===== src/rtl/led_accumulator_pkg.sv =====
// -----------------------------------------------------------------------------
// led_accumulator_pkg
// Shared constants and helpers for the LED accumulator slice.
//   SYNC_STAGES   : depth of every input synchroniser chain
//   counter_width : bits needed to hold the values 0..max_count
// -----------------------------------------------------------------------------
package led_accumulator_pkg;

  localparam int SYNC_STAGES = 2;

  // ceil(log2(max_count+1)), never less than 1.
  function automatic int counter_width(input int max_count);
    int w;
    w = 1;
    while ((64'd1 << w) < 64'(max_count + 1)) begin
      w++;
    end
    return w;
  endfunction

endpackage


===== src/rtl/led_accumulator_if.sv =====
// -----------------------------------------------------------------------------
// led_accumulator_if
// Board-side signal bundle between the switch pins and the LED pins.
//   i_Operand : raw operand switches (WIDTH bits, MSB = WIDTH-1)
//   i_Add_Sw  : raw add push-switch, 1 = pressed
//   i_Clr_Sw  : raw clear push-switch, 1 = pressed
//   o_LED     : accumulator value
//   o_Carry   : sticky overflow flag
// Modports:
//   master : drives the switches, observes the LEDs (board / testbench)
//   slave  : the accumulator itself
// -----------------------------------------------------------------------------
interface led_accumulator_if #(
  parameter int WIDTH = 4
);

  logic [WIDTH-1:0] i_Operand;
  logic             i_Add_Sw;
  logic             i_Clr_Sw;
  logic [WIDTH-1:0] o_LED;
  logic             o_Carry;

  modport master (
    output i_Operand,
    output i_Add_Sw,
    output i_Clr_Sw,
    input  o_LED,
    input  o_Carry
  );

  modport slave (
    input  i_Operand,
    input  i_Add_Sw,
    input  i_Clr_Sw,
    output o_LED,
    output o_Carry
  );

endinterface


===== src/rtl/led_accumulator_switch_debounce.sv =====
// -----------------------------------------------------------------------------
// switch_debounce
// Synchronises one raw push-switch, debounces it and emits a one-cycle pulse
// on each accepted press.
//   i_Clk   : clock
//   i_Rst   : synchronous, active-high reset
//   i_Sw    : raw switch level (asynchronous to i_Clk)
//   o_Level : debounced level
//   o_Press : one-cycle pulse on each 0->1 transition of o_Level
// A new level is accepted once the synchronised sample has differed from the
// current level for DEBOUNCE_CYCLES consecutive clocks; any agreeing sample
// before that restarts the count.
// -----------------------------------------------------------------------------
module switch_debounce
  import led_accumulator_pkg::*;
#(
  parameter int DEBOUNCE_CYCLES = 250000
) (
  input  logic i_Clk,
  input  logic i_Rst,
  input  logic i_Sw,
  output logic o_Level,
  output logic o_Press
);

  localparam int              CNT_W    = counter_width(DEBOUNCE_CYCLES);
  localparam logic [CNT_W-1:0] CNT_LAST = CNT_W'(DEBOUNCE_CYCLES - 1);

  logic [SYNC_STAGES-1:0] sync_q;
  logic [CNT_W-1:0]       cnt_q;
  logic                   level_q;
  logic                   level_prev_q;
  logic                   sample;

  assign sample = sync_q[SYNC_STAGES-1];

  // NOTE: every flop in a clocked block uses <= so all of them see the
  // pre-edge values of each other, independent of statement order.
  always_ff @(posedge i_Clk) begin
    if (i_Rst) begin
      sync_q       <= '0;
      cnt_q        <= '0;
      level_q      <= 1'b0;
      level_prev_q <= 1'b0;
    end else begin
      sync_q       <= {sync_q[SYNC_STAGES-2:0], i_Sw};
      level_prev_q <= level_q;
      if (sample == level_q) begin
        cnt_q <= '0;
      end else if (cnt_q == CNT_LAST) begin
        // DEBOUNCE_CYCLES disagreeing samples in a row: accept the new level.
        level_q <= ~level_q;
        cnt_q   <= '0;
      end else begin
        cnt_q <= cnt_q + CNT_W'(1);
      end
    end
  end

  assign o_Level = level_q;
  // Built from two flops only, so no input reaches it combinationally.
  assign o_Press = level_q & ~level_prev_q;

endmodule


===== src/rtl/led_accumulator.sv =====
// -----------------------------------------------------------------------------
// led_accumulator
// Debounced switch-driven accumulator for the iCE40 board. Each accepted press
// of the add switch adds the (synchronised) operand switches into a WIDTH-bit
// accumulator; a press of the clear switch zeroes it. The value drives the
// LEDs, overflow sets a sticky carry.
//   i_Clk  : clock, sole domain
//   i_Rst  : synchronous, active-high reset
//   sw     : led_accumulator_if.slave (i_Operand, i_Add_Sw, i_Clr_Sw in;
//            o_LED, o_Carry out, both registered)
// Build option:
//   LED_ACCUMULATOR_SATURATE_EN : when defined, an overflowing add pins the
//   accumulator at all ones instead of wrapping. o_Carry is unaffected.
// -----------------------------------------------------------------------------
module led_accumulator
  import led_accumulator_pkg::*;
#(
  parameter int WIDTH           = 4,
  parameter int DEBOUNCE_CYCLES = 250000
) (
  input  logic            i_Clk,
  input  logic            i_Rst,
  led_accumulator_if.slave sw
);

  logic [SYNC_STAGES-1:0][WIDTH-1:0] op_sync_q;
  logic [WIDTH-1:0]                  acc_q;
  logic                              carry_q;
  logic                              add_press;
  logic                              clr_press;
  // The datapath only needs the press pulses, not the debounced levels.
  logic [1:0]                        unused_levels;

  switch_debounce #(
    .DEBOUNCE_CYCLES (DEBOUNCE_CYCLES)
  ) u_add_debounce (
    .i_Clk   (i_Clk),
    .i_Rst   (i_Rst),
    .i_Sw    (sw.i_Add_Sw),
    .o_Level (unused_levels[0]),
    .o_Press (add_press)
  );

  switch_debounce #(
    .DEBOUNCE_CYCLES (DEBOUNCE_CYCLES)
  ) u_clr_debounce (
    .i_Clk   (i_Clk),
    .i_Rst   (i_Rst),
    .i_Sw    (sw.i_Clr_Sw),
    .o_Level (unused_levels[1]),
    .o_Press (clr_press)
  );

  logic [WIDTH:0]   sum;
  logic [WIDTH-1:0] acc_next;
  logic             carry_next;

  // NOTE: every variable gets a default before any branch so that no path
  // leaves it unassigned, which would otherwise infer a latch.
  always_comb begin
    acc_next   = acc_q;
    carry_next = carry_q;
    sum        = {1'b0, acc_q} + {1'b0, op_sync_q[SYNC_STAGES-1]};
    if (clr_press) begin
      // Clear beats a simultaneous add; the add is simply dropped.
      acc_next   = '0;
      carry_next = 1'b0;
    end else if (add_press) begin
`ifdef LED_ACCUMULATOR_SATURATE_EN
      acc_next = sum[WIDTH] ? {WIDTH{1'b1}} : sum[WIDTH-1:0];
`else
      acc_next = sum[WIDTH-1:0];
`endif
      carry_next = carry_q | sum[WIDTH];
    end
  end

  always_ff @(posedge i_Clk) begin
    if (i_Rst) begin
      op_sync_q <= '0;
      acc_q     <= '0;
      carry_q   <= 1'b0;
    end else begin
      op_sync_q <= {op_sync_q[SYNC_STAGES-2:0], sw.i_Operand};
      acc_q     <= acc_next;
      carry_q   <= carry_next;
    end
  end

  assign sw.o_LED   = acc_q;
  assign sw.o_Carry = carry_q;

endmodule

===== src/flat_wrapper.sv =====
// flat-port wrapper written by rule: the top's interface ports become plain ports
module led_accumulator_flat import led_accumulator_pkg::*;
#(
  parameter int WIDTH           = 4,
  parameter int DEBOUNCE_CYCLES = 250000
)
  (i_Clk, i_Rst, sw_i_Operand, sw_i_Add_Sw, sw_i_Clr_Sw, sw_o_LED, sw_o_Carry);
  led_accumulator_if #(.WIDTH(WIDTH)) sw_i ();
  input  logic i_Clk;
  input  logic i_Rst;
  input wire logic [$bits(sw_i.i_Operand)-1:0] sw_i_Operand;
  input wire logic [$bits(sw_i.i_Add_Sw)-1:0] sw_i_Add_Sw;
  input wire logic [$bits(sw_i.i_Clr_Sw)-1:0] sw_i_Clr_Sw;
  output wire logic [$bits(sw_i.o_LED)-1:0] sw_o_LED;
  output wire logic [$bits(sw_i.o_Carry)-1:0] sw_o_Carry;
  assign sw_i.i_Operand = sw_i_Operand;
  assign sw_i.i_Add_Sw = sw_i_Add_Sw;
  assign sw_i.i_Clr_Sw = sw_i_Clr_Sw;
  assign sw_o_LED = sw_i.o_LED;
  assign sw_o_Carry = sw_i.o_Carry;
  led_accumulator #(.WIDTH(WIDTH), .DEBOUNCE_CYCLES(DEBOUNCE_CYCLES)) u_core (.i_Clk(i_Clk), .i_Rst(i_Rst), .sw(sw_i));
endmodule

===== config.mk =====
export PLATFORM = sky130hd
export DESIGN_NAME = led_accumulator_flat
export DESIGN_NICKNAME = d
export VERILOG_FILES = /design/src/rtl/led_accumulator_pkg.sv /design/src/rtl/led_accumulator_if.sv /design/src/rtl/led_accumulator_switch_debounce.sv /design/src/rtl/led_accumulator.sv /design/src/flat_wrapper.sv
export SDC_FILE = /design/constraint.sdc
export NUM_CORES = 1
export LEC_CHECK = 0
export BUFFER_PORTS_ARGS = -buffer_cell sky130_fd_sc_hd__buf_2
export CORE_MARGIN = 2
export CORE_UTILIZATION = 60
export CTS_BUF_LIST = sky130_fd_sc_hd__clkbuf_4 sky130_fd_sc_hd__clkbuf_8
export DETAILED_ROUTE_END_ITERATION = 6
export PLACE_DENSITY_LB_ADDON = 0.12
export SYNTH_ARGS = -nofsm -noshare
export SYNTH_HDL_FRONTEND = slang
export SYNTH_SLANG_ARGS = --single-unit

===== constraint.sdc =====
create_clock -name i_Clk -period 3.7 [get_ports i_Clk]
set_input_delay 0.74 -clock i_Clk [delete_from_list [all_inputs] [get_ports i_Clk]]
set_output_delay 0.74 -clock i_Clk [all_outputs]
set_load 0.02 [all_outputs]

==> metrics.md <==
| Metric | Value |
|---|---|
| CTS Hold Bufs | 0 |
| Synthesis-to-layout area growth | 14.6% |
| Nets | 298 |
| Worst Skew | about 8.5 ps |
| Non-filler cells, final | 338 |
| Filler Cells Inserted | between 300 and 400 |
| Post-Syn Area | between 2000 and 2500 sq um |
| DR WL/cell | 12.4 um |
| Post-synth top flop | dfxtp_1 |
| Ports | 13 |
| Core area | 3940 sq um |
| Initial antenna violation count | 0 |
| Distinct cells, synth | 37 |
| Leakage | 0.953 nW |
| Synth Warn # | 0 |
| Post-synthesis sequential area ratio | 46.8% |
| Critical path arrival | about 2500 ps |
| Die height | 67.8 um |
| Post-cts resize count | 0 |
| Starting Density | between 60% and 70% |
| Clock Pin Slew Worst Setup and Hold Paths | 70 ps |
| Crit-path cells | ha_1 -> nand3_1 -> or4_1 -> o21ai_2 -> nor2_1 |
| Vias | 1809 |
| Synth Area per Inst | 9.13 sq um |
| Asr flop ratio synth | 0% |
| Port Buf Inserts | 12 |
| Critical path class | reg2reg |
| Worst relative slew slack | 54.1% |
| GRT Residual Overflow | 0 |
| First-pass GRT wire length | 7220 um |
| TritonCTS buffer count | 9 |
| Worst Hold Class | reg2reg |
| Top Usage Layer GRT | met2 |
| All-Layer GR Usage | 21.4% |
| GP Congestion | a little over 0.8 |
| Postcts setup bufs | 0 |
| CP max stage delay | 570 ps |
| Die Width | 67.8 um |
| Final WL | 4210 um |
| Vias per Instance | 5.35 |
| Critical path fanouts, max | 18 |
| Max-slew violations | 0 |
| Period utilization | 61.5% |
| Setup ws final | around 1400 ps |
| Routing usage on met2 | 34.1% |
| Cells after DPL | 322 |
| Root buffer cell | clkbuf_8 |
| Cell Pwr Density | a little over 500 nW/um^2 |
| Largest net degree at the start of global routing | 22 |
| Final core occ | approximately 70% |
| Worst slack, placed | approximately 1400 ps |
| Met3 usage in global routing | 10.5% |
| RSZ-0062 raised after global routing | false |
| Fin Hold WS | 434 ps |
| Endpoint class of the critical path | register |
| Final ANT Viol Nets | 0 |
| Clk_lat worst skew | 340 ps |
| Vias in the first global route | about 1700 |
| Number of synthesized flops with an enable pin | 0 |
| Clock buffer depth | 2 |
| H-tree Lvls | 3 |
| DR pass1 iterations | 5 |
| DR DRC count | 0 |
| Met1 Use GR | 24.4% |
| Setup violators final | 0 |
| Die footprint | about 4600 sq um |
| Status | completed |
| CP bufs+invs | 0 |
| Seq cells post-synth | 57 |
| Final Hold Fails | 0 |
| Std cell rows | 23 |
| First-iteration detailed-routing DRC count | 82 |
| CTS tree | built |
| Antenna diodes | 0 |
| DP Wirelength | between 2000 and 3000 um |
| Fraction of layout cells with a size suffix above 1 | 12.5% |
| Worst-margin pin slew | 688 ps |
| CP Data Required Time | 3890 ps |
| Maximum vdd drop | 469 uV |
| Family with the most delay on the worst path | simple AND/OR/NAND/NOR gates |
| Max Fclk | about 440 MHz |
| Critical Path Start Type | register |
| Max-cap violations | 0 |
| Crit path time final | between 2000 and 2500 ps |
| CP max-delay cell | o21ai_2 |
| Setup TNS | 0 ps |
| Post-synthesis cell count | 267 |
| Clock sink count | 57 |
| Syn nets | 282 |
## metal layers
layer | routed length (um) | vias up
met1 | 1960 | 825
met4 | 38 | 0
met3 | 223 | 7
li1 | - | 951
met5 | 0 | -
met2 | 1990 | 26
## kinds of logic after synthesis
family                   count (synthesis)  synth area share, %
AND/OR/NAND/NOR                        133                 29.1
flip-flops                              57                 46.8
XOR/XNOR                                32                 11.5
AO/OA/AOI/OAI                           19                 5.18
buffers and inverters                   18                 3.08
adder cells (fa/ha/maj)                  7                 3.90
multiplexers                             1                0.410
## worst register-to-register path, stage by stage, from the launching register on
cell     delay [ps]
dfxtp_1         390
ha_1            350
nand3_1         150
or4_1           540
o21ai_2         570
nor2_1          130
## sequential cells by signal, indices dropped and copies added (netlist names)
name                                flops
u_core.u_clr_debounce.o_Level           1
u_core.u_add_debounce.o_Level           1
u_core.sw.o_LED                         4
u_core.u_add_debounce.level_prev_q      1
u_core.u_add_debounce.cnt_q            18
u_core.u_clr_debounce.cnt_q            18
u_core.u_add_debounce.sync_q            2
u_core.u_clr_debounce.level_prev_q      1
u_core.sw.o_Carry                       1
u_core.u_clr_debounce.sync_q            2
u_core.op_sync_q                        8
## power by group
group	switching (mW)	leakage, nW	internal [mW]	total, mW
logic	0.0108	0.361	0.00867	0.0195
clock network	0.239	0.131	0.531	0.770
registers	0.00255	0.462	0.620	0.623
## worst paths after layout
check / from / endpoint / cells after the start / slack, ps
max: u_core.u_clr_debounce.cnt_q[0]$_SDFF_PP0_ / u_core.u_clr_debounce.cnt_q[16]$_SDFF_PP0_ / 5 / 1420
min: u_core.op_sync_q[2]$_SDFF_PP0_ / u_core.op_sync_q[6]$_SDFF_PP0_ / 1 / 430
min reg2reg: u_core.op_sync_q[2]$_SDFF_PP0_ / u_core.op_sync_q[6]$_SDFF_PP0_ / 1 / 430
max reg2reg: u_core.u_clr_debounce.cnt_q[0]$_SDFF_PP0_ / u_core.u_clr_debounce.cnt_q[16]$_SDFF_PP0_ / 5 / 1420
## synth_stat cells (2+ instances only)
library cell,count,area [sq um]
buf_2,2,10.0
dfxtp_1,57,1140
inv_1,10,37.5
nand2b_1,2,12.5
nor4b_1,4,35.0
and2_1,2,12.5
o31ai_1,2,15.0
a21oi_1,6,30.0
clkbuf_1,4,15.0
and4_1,2,17.5
xnor2_1,21,184
or4_1,4,30.0
nand2_1,15,56.3
nor2b_1,17,106
nand3_1,13,65.1
nor3_1,5,25.0
nor4_1,11,68.8
nand4_1,11,68.8
xor2_1,11,96.3
nand4_2,2,25.0
nor2_1,41,154
o21ai_0,5,25.0
ha_1,6,75.1
## area by class of cell
type	instances	area, sq um	area share (%)
clock buffer	11	139	4.97
clock inverter	5	128	4.57
timing repair buffer	12	60.1	2.15
multi-input combinational	192	1220	43.7
sequential	57	1140	40.8
inverter	11	42.5	1.52
tap	50	62.6	2.24
## placed cells by master (no fill, tap or decap), types with 5 or more instances in the layout
master    instances
a21oi_1           6
inv_1            10
xor2_1           11
nor2_1           41
xnor2_1          21
nand2_1          15
nor3_1            5
nor4_1           11
nand4_1          11
nand3_1          13
o21ai_0           5
buf_2            12
clkbuf_8          9
dfxtp_1          57
ha_1              6
nor2b_1          17
## per-stage QoR
| stage | power (mW) | instance area, sq um |
|---|---|---|
| after floorplan | 0.650 | 2440 |
| after global placement | 0.656 | 2530 |
| after detailed placement | 0.656 | 2530 |
| after CTS | 1.43 | 2800 |
| after global routing | 1.45 | 2800 |
| final | 1.41 | 2800 |
(Power assumes the default switching activity.)
